File: src/rtl/mmio_io_pkg.sv
// Shared register-map constants and helpers for the MMIO I/O bank.
package mmio_io_pkg;

  localparam logic [7:0] OFF_OUT   = 8'h00;
  localparam logic [7:0] OFF_IN    = 8'h40;
  localparam logic [7:0] OFF_PEND  = 8'h80;
  localparam logic [7:0] OFF_EN    = 8'h84;
  localparam logic [7:0] OFF_CYCLE = 8'h88;
  localparam logic [7:0] OFF_CMP   = 8'h8C;

  localparam int unsigned WINDOW_BYTES = 256;

  function automatic logic [5:0] word_idx(input logic [31:0] addr);
    return addr[7:2];
  endfunction

  function automatic logic [31:0] be_mask(input logic [3:0] be);
    logic [31:0] m;
    for (int b = 0; b < 4; b++) begin
      m[b*8 +: 8] = {8{be[b]}};
    end
    return m;
  endfunction

endpackage

File: src/rtl/sync_chain.sv
// Multi-flop synchroniser for asynchronous inputs, reset to zero.
module sync_chain #(
  parameter int unsigned WIDTH  = 1,
  parameter int unsigned STAGES = 2
) (
  input  logic             clk_i,
  input  logic             rstn_i,
  input  logic [WIDTH-1:0] d_i,
  output logic [WIDTH-1:0] q_o
);

  logic [WIDTH-1:0] stage_q [STAGES];

  always_ff @(posedge clk_i or negedge rstn_i) begin
    if (!rstn_i) begin
      for (int s = 0; s < STAGES; s++) stage_q[s] <= '0;
    end else begin
      stage_q[0] <= d_i;
      for (int s = 1; s < STAGES; s++) stage_q[s] <= stage_q[s-1];
    end
  end

  assign q_o = stage_q[STAGES-1];

endmodule

File: src/rtl/mmio_io_bank.sv
// Memory-mapped I/O bank: output channels, synchronised inputs with change
// interrupts, free-running cycle counter with compare interrupt.
module mmio_io_bank
  import mmio_io_pkg::*;
#(
  parameter logic [31:0] BASE_ADDR   = 32'h0001_0000,
  parameter int unsigned N_OUT       = 4,
  parameter int unsigned N_IN        = 4,
  parameter int unsigned W           = 32,
  parameter int unsigned SYNC_STAGES = 2
) (
  input  logic                clk_i,
  input  logic                rstn_i,
  input  logic [31:0]         addr_i,
  input  logic                we_i,
  input  logic [3:0]          be_i,
  input  logic                re_i,
  input  logic [31:0]         wdata_i,
  output logic                hit_o,
  output logic [31:0]         rdata_o,
  output logic                rvalid_o,
  output logic [N_OUT*W-1:0]  out_o,
  input  logic [N_IN*W-1:0]   in_i,
  output logic                irq_o
);

  localparam int unsigned NP      = N_IN + 1;
  localparam int unsigned WarmCnt = SYNC_STAGES + 1;
  localparam int unsigned WarmW   = $clog2(WarmCnt + 1);

  logic [5:0]         idx;
  logic               wr_en, rd_en, warm_done;
  logic [31:0]        wmask;
  logic [N_IN*W-1:0]  sync_w, prev_q;
  logic [W-1:0]       out_q [N_OUT];
  logic [W-1:0]       out_d [N_OUT];
  logic [NP-1:0]      pend_q, pend_d, en_q, en_d, set_w, clr_w;
  logic [31:0]        cycle_q, cycle_d, cmp_q, cmp_d, rdata_q, rdata_d;
  logic               rvalid_q, irq_q;
  logic [WarmW-1:0]   warm_q;

  // Base is 256-byte aligned, so the window is a match on the upper bits.
  assign hit_o     = (addr_i[31:8] == BASE_ADDR[31:8]);
  assign idx       = word_idx(addr_i);
  assign wr_en     = we_i & hit_o;
  assign rd_en     = re_i & hit_o & ~we_i;
  assign wmask     = be_mask(be_i);
  assign warm_done = (warm_q == WarmW'(WarmCnt));

  sync_chain #(
    .WIDTH  (N_IN * W),
    .STAGES (SYNC_STAGES)
  ) u_sync (
    .clk_i  (clk_i),
    .rstn_i (rstn_i),
    .d_i    (in_i),
    .q_o    (sync_w)
  );

  always_comb begin
    for (int k = 0; k < N_OUT; k++) begin
      out_d[k] = out_q[k];
      if (wr_en && idx == OFF_OUT[7:2] + 6'(k)) begin
        out_d[k] = (out_q[k] & ~wmask[W-1:0]) | (wdata_i[W-1:0] & wmask[W-1:0]);
      end
    end

    en_d = en_q;
    if (wr_en && idx == OFF_EN[7:2]) begin
      en_d = (en_q & ~wmask[NP-1:0]) | (wdata_i[NP-1:0] & wmask[NP-1:0]);
    end

    cmp_d = cmp_q;
    if (wr_en && idx == OFF_CMP[7:2]) begin
      cmp_d = (cmp_q & ~wmask) | (wdata_i & wmask);
    end

    clr_w = '0;
    if (wr_en && idx == OFF_PEND[7:2]) begin
      clr_w = wdata_i[NP-1:0] & wmask[NP-1:0];
    end

    // Warm-up masks the spurious edge as the chain fills after reset.
    set_w = '0;
    for (int k = 0; k < N_IN; k++) begin
      set_w[k] = warm_done & (|(sync_w[k*W +: W] ^ prev_q[k*W +: W]));
    end
    set_w[N_IN] = (cycle_q == cmp_q);

    pend_d = (pend_q & ~clr_w) | set_w;

    cycle_d = cycle_q + 32'd1;
`ifdef SIM
    if (wr_en && idx == OFF_CYCLE[7:2]) begin
      cycle_d = (cycle_q & ~wmask) | (wdata_i & wmask);
    end
`endif
  end

  always_comb begin
    rdata_d = '0;
    for (int k = 0; k < N_OUT; k++) begin
      if (idx == OFF_OUT[7:2] + 6'(k)) rdata_d[W-1:0] = out_q[k];
    end
    for (int k = 0; k < N_IN; k++) begin
      if (idx == OFF_IN[7:2] + 6'(k)) rdata_d[W-1:0] = sync_w[k*W +: W];
    end
    if (idx == OFF_PEND[7:2])  rdata_d[NP-1:0] = pend_q;
    if (idx == OFF_EN[7:2])    rdata_d[NP-1:0] = en_q;
    if (idx == OFF_CYCLE[7:2]) rdata_d         = cycle_q;
    if (idx == OFF_CMP[7:2])   rdata_d         = cmp_q;
  end

  always_ff @(posedge clk_i or negedge rstn_i) begin
    if (!rstn_i) begin
      for (int k = 0; k < N_OUT; k++) out_q[k] <= '0;
      prev_q   <= '0;
      pend_q   <= '0;
      en_q     <= '0;
      cycle_q  <= '0;
      cmp_q    <= 32'hFFFF_FFFF;
      rdata_q  <= '0;
      rvalid_q <= 1'b0;
      irq_q    <= 1'b0;
      warm_q   <= '0;
    end else begin
      for (int k = 0; k < N_OUT; k++) out_q[k] <= out_d[k];
      prev_q   <= sync_w;
      pend_q   <= pend_d;
      en_q     <= en_d;
      cycle_q  <= cycle_d;
      cmp_q    <= cmp_d;
      rvalid_q <= rd_en;
      if (rd_en) rdata_q <= rdata_d;
      irq_q    <= |(pend_q & en_q);
      if (!warm_done) warm_q <= warm_q + WarmW'(1);
    end
  end

  always_comb begin
    out_o = '0;
    for (int k = 0; k < N_OUT; k++) out_o[k*W +: W] = out_q[k];
  end

  assign rdata_o  = rdata_q;
  assign rvalid_o = rvalid_q;
  assign irq_o    = irq_q;

endmodule
File: config.mk
export PLATFORM = sky130hd
export DESIGN_NAME = mmio_io_bank
export DESIGN_NICKNAME = d
export VERILOG_FILES = /design/src/rtl/mmio_io_pkg.sv /design/src/rtl/sync_chain.sv /design/src/rtl/mmio_io_bank.sv
export SDC_FILE = /design/constraint.sdc
export NUM_CORES = 1
export LEC_CHECK = 0
export ABC_AREA = 1
export BUFFER_PORTS_ARGS = -buffer_cell sky130_fd_sc_hd__buf_2
export CORE_MARGIN = 5
export CORE_UTILIZATION = 25
export CTS_BUF_LIST = sky130_fd_sc_hd__clkbuf_8
export CTS_CLUSTER_SIZE = 10
export DETAILED_ROUTE_END_ITERATION = 16
export GPL_ROUTABILITY_DRIVEN = 0
export GPL_TIMING_DRIVEN = 0
export PLACE_DENSITY = 0.44
export SETUP_SLACK_MARGIN = 0.4
export SLEW_MARGIN = 40
export SYNTH_ARGS = -nofsm -noshare
export SYNTH_HDL_FRONTEND = slang
export SYNTH_SLANG_ARGS = --single-unit
export TNS_END_PERCENT = 50
File: constraint.sdc
create_clock -name clk_i -period 2.52 [get_ports clk_i]
set_input_delay 0 -clock clk_i [delete_from_list [all_inputs] [get_ports clk_i]]
set_output_delay 0 -clock clk_i [all_outputs]
set_load 0.05 [all_outputs]
==> results.toml, run 1 <==
[timing]
worst_slack_ns = 0.4108
finalSetupViolCount = 0
finalCritPeriodShare_pct = 83.70
finalHoldViolCount = 0
fmax_mhz = 474.1
relSlewSlack_pct = 47.12
drv_slew = 0
final.setup.tns_ns = 0
worst_slew_pin_slew_ns = 0.7849
rsz0062_at_grt = "yes"
fin_crit_ns = 2.109
skew_ns = 0.05024

[global_route]
met1_usage_pct = 21.80
grt.met3_usage_pct = 5.512
grt_pass1_wl_um = 128600
grt_usage_pct = 17.40
overflow = 0
busiest_layer = "met2"
antenna_found_initial = 3
use_met2_pct = 28.70
grt_max_degree = 107
grt_pass1_vias = 19720

[finish]
final_cell_mix = "dfrtp_1, nand2_1, buf_2, dlygate4sd3_1, inv_1"
area_growth_pct = 39.02
fill_cells = 9479
layout_commonest_cell = "dfrtp_1"
layout-drive-gt1-share_pct = 22.49
nets = 3210
final_util_pct = 34.91

[worst_setup_path]
cp_cell_sequence = "ha_1 -> nand3_1 -> nor2_1 -> nand3_2 -> nor3_4 -> nand3_2 -> nor2_2 -> nand3_1 -> xor2_1"
required_ns = 3.12
worst-setup-path-type = "flop to flop"
start_kind = "flop"
endpoint_kind = "flop"
startpoint = "cycle_q[0]"
cpPeakStageDelay_ns = 0.42
reg2reg_slack_ns = 0.41
slowest_stage = "dfrtp_2"
reg2reg_from = "cycle_q[0]"
worstPathMaxFanout = 5
critPathArrivalTime_ns = 2.71

[placed_design]
io_buffers = 360
post-place-ws_ns = -0.1536
dp_hpwl_um = 67740

[power_and_ir_drop]
clkPwrFrac_pct = 45.7
netSwitchingPower_mw = 5.140
p_seq_share_pct = 48.7
p_int_mw = 16.47
p_comb_share_pct = 5.6
p_leak_nw = 15.59
vdd_drop_max_uv = 410.4
power_mw = 21.61
pwr_density_cell_mw_per_mm2 = 665.2
swShare_pct = 23.79

[detailed_routing]
antenna_left = 0
wl_per_cell_um = 20.12
firstDrtPassIters = 5
vias = 18770
vias_per_cell = 4.317
drcViolationCount = 0
drtIter0Drc = 1298
routed_wirelength_um = 87460

[die]
die_y_um = 315.7
core_sq_mm = 0.09305
io_pins = 363
start_util_pct = 25.11
die_x_um = 315.7
rows = 112
dieArea_sq_mm = 0.09969

[logic_synthesis]
synth_largest_area_cell = "dfrtp_1"
ys_warn_count = 0
avgSynthCellArea_sq_um = 10.54
ys_types = 40
synth_area_sq_mm = 0.02337
yosysSeqAreaShare_pct = 66.78
synthTopCellsByArea = "dfrtp_1, nand2_1, dfstp_2"
synth_edf_count = 0
synthArstFlopShare_pct = 100.0
postSynthCellCount = 2217
yosys_most_used_dff = "dfrtp_1"
synth_top_area_share_pct = 63.18
ys_ff_latch = 622
synth_nets = 2419

[cts]
cts_sinks = 622
htreeDepth = 3
cts_buffers = 106
root_buffer = "clkbuf_8"
cts_tree = "done"
clk_latency_ns = 0.75
clk_pin_slew_ns = 0.06
cts_buffer_depth = 3

[hold_path]
hp-start = "addr_i[4]"
hold_class = "primary input to flop"

[flow_run]
maxCapViolCount = 0

[outcome]
outcome = "finished, final reports clean"
-- cell families after synthesis --
family                     after synthesis  synth area share [%]
xor gates and xnor gates               142                 5.322
adders and majority gates                2                0.1071
AOI/OAI and AO/OA                      264                 5.799
and+or+nand+nor                        983                 18.46
buffers and inverters                  203                 3.480
DFF                                    622                 66.78
muxes                                    1               0.04819
-- per-layer routing --
metal | part of all wire (%) | vias to the layer above
met1 | 42 | 9350
met3 | 7.8 | 115
met2 | 48 | 527
li1 | - | 8774
met4 | 2.8 | 0
met5 | 0 | -
-- critical path, delay by kind of cell (launching register included) --
kind	cells	cell delay [ns]
DFF	1	0.42
xor gates and xnor gates	1	0.19
adders and majority gates	1	0.21
and+or+nand+nor	7	1.17
-- path summary, 6_finish.rpt --
check,to,depth (start not counted)
max,cycle_q[24],9
min,rdata_o[3],8
max reg2reg,cycle_q[24],9
min reg2reg,u_sync.q_o[31],0
max in group asynchronous,u_sync.q_o[58],6
min in group asynchronous,asynchronous set/reset pin,3
-- cell type report --
type / count / area, sq um / area share (%)
Multi-Input combinational cell: 1392 / 6985 / 21.50
Timing Repair Buffer: 683 / 5167 / 15.91
Antenna cell: 3 / 7.507 / 0.02311
Buffer: 63 / 287.8 / 0.8858
Inverter: 140 / 529.3 / 1.629
Sequential cell: 622 / 15610 / 48.04
Clock inverter: 60 / 544.3 / 1.675
Tap cell: 1254 / 1569 / 4.830
Clock buffer: 130 / 1789 / 5.508
-- cell usage after synthesis, drive strengths merged, types with 2 or more instances --
cell     number
nand4        89
inv         139
o21ai       178
clkbuf       24
o211ai        2
ha            2
a21oi        76
dfrtp       590
nand3        52
dfstp        32
nor4         15
nor3         24
o2111ai       6
or2          31
buf          39
nor2        168
xor2         60
nand2       601
xnor2        82
-- power groups by stage --
stage / Combinational [mW] / Clock [mW] / Sequential, mW
2_1_floorplan: 0.295 / 0 / 10.6
4_1_cts: 1.22 / 10.2 / 10.5
3_5_place_dp: 0.846 / 0 / 10.7
3_3_place_gp: 0.799 / 0 / 10.7
5_1_grt: 1.34 / 10.7 / 10.6
6_report: 1.20 / 9.88 / 10.5
-- stage by stage --
stage / hold WS, ns / instances / cell area [sq um]
floorplan: -0.2956 / 2217 / 23370
global placement: 0.1094 / 3831 / 26740
detailed placement: -0.08392 / 3837 / 26920
CTS: 0.01293 / 4343 / 32450
global route: 0.1124 / 4346 / 32480
finish: 0.1025 / 4347 / 32490
-- timing repair --
item / 4_1_cts / 5_1_grt
buffers inserted: 1 / 1
hold endpoints to repair: 575 / 0
gates resized for setup: 7 / 4
hold buffers: 315 / 0
pin swaps: 2 / 1
endpoints found under the setup margin: 5 / 22
Power figures use the tool's default switching activity.
==> run 2: changes to the inputs <==
--- a/config.mk
+++ b/config.mk
@@ -14,7 +14,7 @@
 export DETAILED_ROUTE_END_ITERATION = 16
 export GPL_ROUTABILITY_DRIVEN = 0
 export GPL_TIMING_DRIVEN = 0
-export PLACE_DENSITY = 0.44
+export PLACE_DENSITY = 0.45
 export SETUP_SLACK_MARGIN = 0.4
 export SLEW_MARGIN = 40
 export SYNTH_ARGS = -nofsm -noshare
==> constraint.sdc (replaced) <==
create_clock -name clk_i -period 1.8 [get_ports clk_i]
set_input_delay 0 -clock clk_i [delete_from_list [all_inputs] [get_ports clk_i]]
set_output_delay 0 -clock clk_i [all_outputs]
set_load 0.05 [all_outputs]
==> run 2 against run 1 <==
  * The flow now finishes with violations (hold timing, setup timing)
  * Die area unchanged
  * Worst hold slack got worse by 0.89 ns
  * Cell area increased by 9.2%
  * Routed wire length increased by 2.6%
==> results.toml, run 2 (synthesis gave the netlist of run 1 again) <==
[outcome]
outcome = "finished, violations left"
violations = "hold timing, setup timing"

[placed_design]
dp_hpwl_um = 67540
io_buffers = 360
dpl.cell_count = 3837

[worst_setup_path]
required_ns = 2.39
endpoint_kind = "flop"
worst-setup-path-type = "flop to flop"
cpPeakStageDelay_ns = 0.42
start_kind = "flop"
cp_cell_sequence = "xor2_1 -> nor4_2 -> nand4_1 -> o21ai_2 -> nand2_1"
crit_family = "simple AND/OR/NAND/NOR gates"
critPathArrivalTime_ns = 2.44
worstPathMaxFanout = 2
crit_buf_inv = 0
slowest_stage = "nand4_1"

[timing]
skew_ns = 0.04284
finalCritPeriodShare_pct = 102.9
relSlewSlack_pct = 54.68
drv_slew = 0
rsz0062_at_grt = "yes"
fmax_mhz = 539.6
whs_ns = -0.7904
finalSetupViolCount = 2
worst_slew_pin_slew_ns = 0.6798
worst_slack_ns = -0.05308
fin_crit_ns = 1.853
finalHoldViolCount = 347

[detailed_routing]
drtIter0Drc = 1051
vias = 18830
routed_wirelength_um = 89700
drcViolationCount = 0
wl_per_cell_um = 20.14
antenna_left = 0
vias_per_cell = 4.228
firstDrtPassIters = 5

[die]
io_pins = 363
start_util_pct = 25.11
die_y_um = 315.7
rows = 112
core_sq_mm = 0.09305
dieArea_sq_mm = 0.09969
die_x_um = 315.7

[cts]
cts_tree = "done"
cts_buffer_depth = 3
cts_hold_buf = 304
clk_latency_ns = 0.75
clk_pin_slew_ns = 0.06
cts_sinks = 622
root_buffer = "clkbuf_8"
htreeDepth = 3
cts_buffers = 107

[hold_path]
hold_class = "primary input to asynchronous set/reset pin"

[finish]
layout-drive-gt1-share_pct = 30.85
fill_cells = 9309
final_cell_mix = "dfrtp_1, nand2_1, dlygate4sd3_1, buf_2, inv_1"
nets = 3314
area_growth_pct = 51.83
layout.cells.non_filler = 4453
final_util_pct = 38.13
layout_commonest_cell = "dfrtp_1"

[global_route]
antenna_found_initial = 3
grt_usage_pct = 17.64
grt_max_degree = 100
grt_pass1_wl_um = 129000
overflow = 0
grt_pass1_vias = 19370

[power_and_ir_drop]
p_leak_nw = 16.71
pwr_density_cell_mw_per_mm2 = 844.8
vdd_drop_max_uv = 546.8

[flow_run]
maxCapViolCount = 0
-- run 2: worst paths after layout --
path / startpoint / to / slack [ns] / cells past startpoint
min in group clk_i: addr_i[20] / flop / 0.04 / 10
worst min-delay path: rstn_i / u_sync.stage_q[196] / -0.79 / 1
worst min register to register: u_sync.stage_q[158] / u_sync.q_o[30] / 0.32 / 0
worst max-delay path: u_sync.q_o[17] / pend_q[0] / -0.05 / 5
worst max register to register: u_sync.q_o[17] / pend_q[0] / -0.05 / 5
max in group asynchronous: rstn_i / asynchronous set/reset pin / 1.21 / 3
-- run 2: timing repair --
action	in CTS	in global routing
endpoints found under the hold margin	656	338
resized for setup	462	193
pin swaps	142	125
gates cloned	0	0
setup buffers	43	73
endpoints found under the setup margin	214	128
-- run 2: per-layer routing --
layer | global-route usage, % | wire [um]
met1 | 22.80 | 38240
met2 | 29.11 | 42940
met3 | 4.785 | 6033
met4 | 5.363 | 2491
met5 | 0 | 0
-- run 2: per-stage QoR --
stage / cell area (sq um) / setup WS, ns / hold WS (ns) / total power [mW] / TNS [ns]
2_1_floorplan: 23460 / 0.1064 / -0.2956 / 15.27 / 0
3_3_place_gp: 26830 / -12.87 / 0.1083 / 16.16 / -7857.41
3_5_place_dp: 27010 / -0.7516 / -0.04551 / 16.20 / -25.73
4_1_cts: 34230 / -0.1115 / -0.8268 / 30.41 / -0.3297
5_1_grt: 35480 / -0.1381 / -0.7823 / 31.31 / -0.5925
6_report: 35480 / -0.05308 / -0.7904 / 29.97 / -0.06523
-- run 2: layout make-up --
cell class	instances	area, sq um	share of cell area (%)
flip-flops and latches	622	15640	44.09
multi-input cells	1392	7715	21.74
repair buffers	786	7408	20.88
clock buffers	136	1872	5.276
well taps	1254	1569	4.422
inverters	140	526.8	1.485
clock inverters	57	411.6	1.160
plain buffers	63	325.3	0.9169
diodes	3	7.507	0.02116
-- run 2: power breakdown --
| group | total (mW) | internal (mW) | leakage [nW] | switching, mW |
|---|---|---|---|---|
| clock | 13.5 | 7.52 | 1.29 | 5.97 |
| combinational | 1.76 | 0.880 | 7.83 | 0.881 |
| sequential | 14.7 | 14.4 | 7.59 | 0.291 |
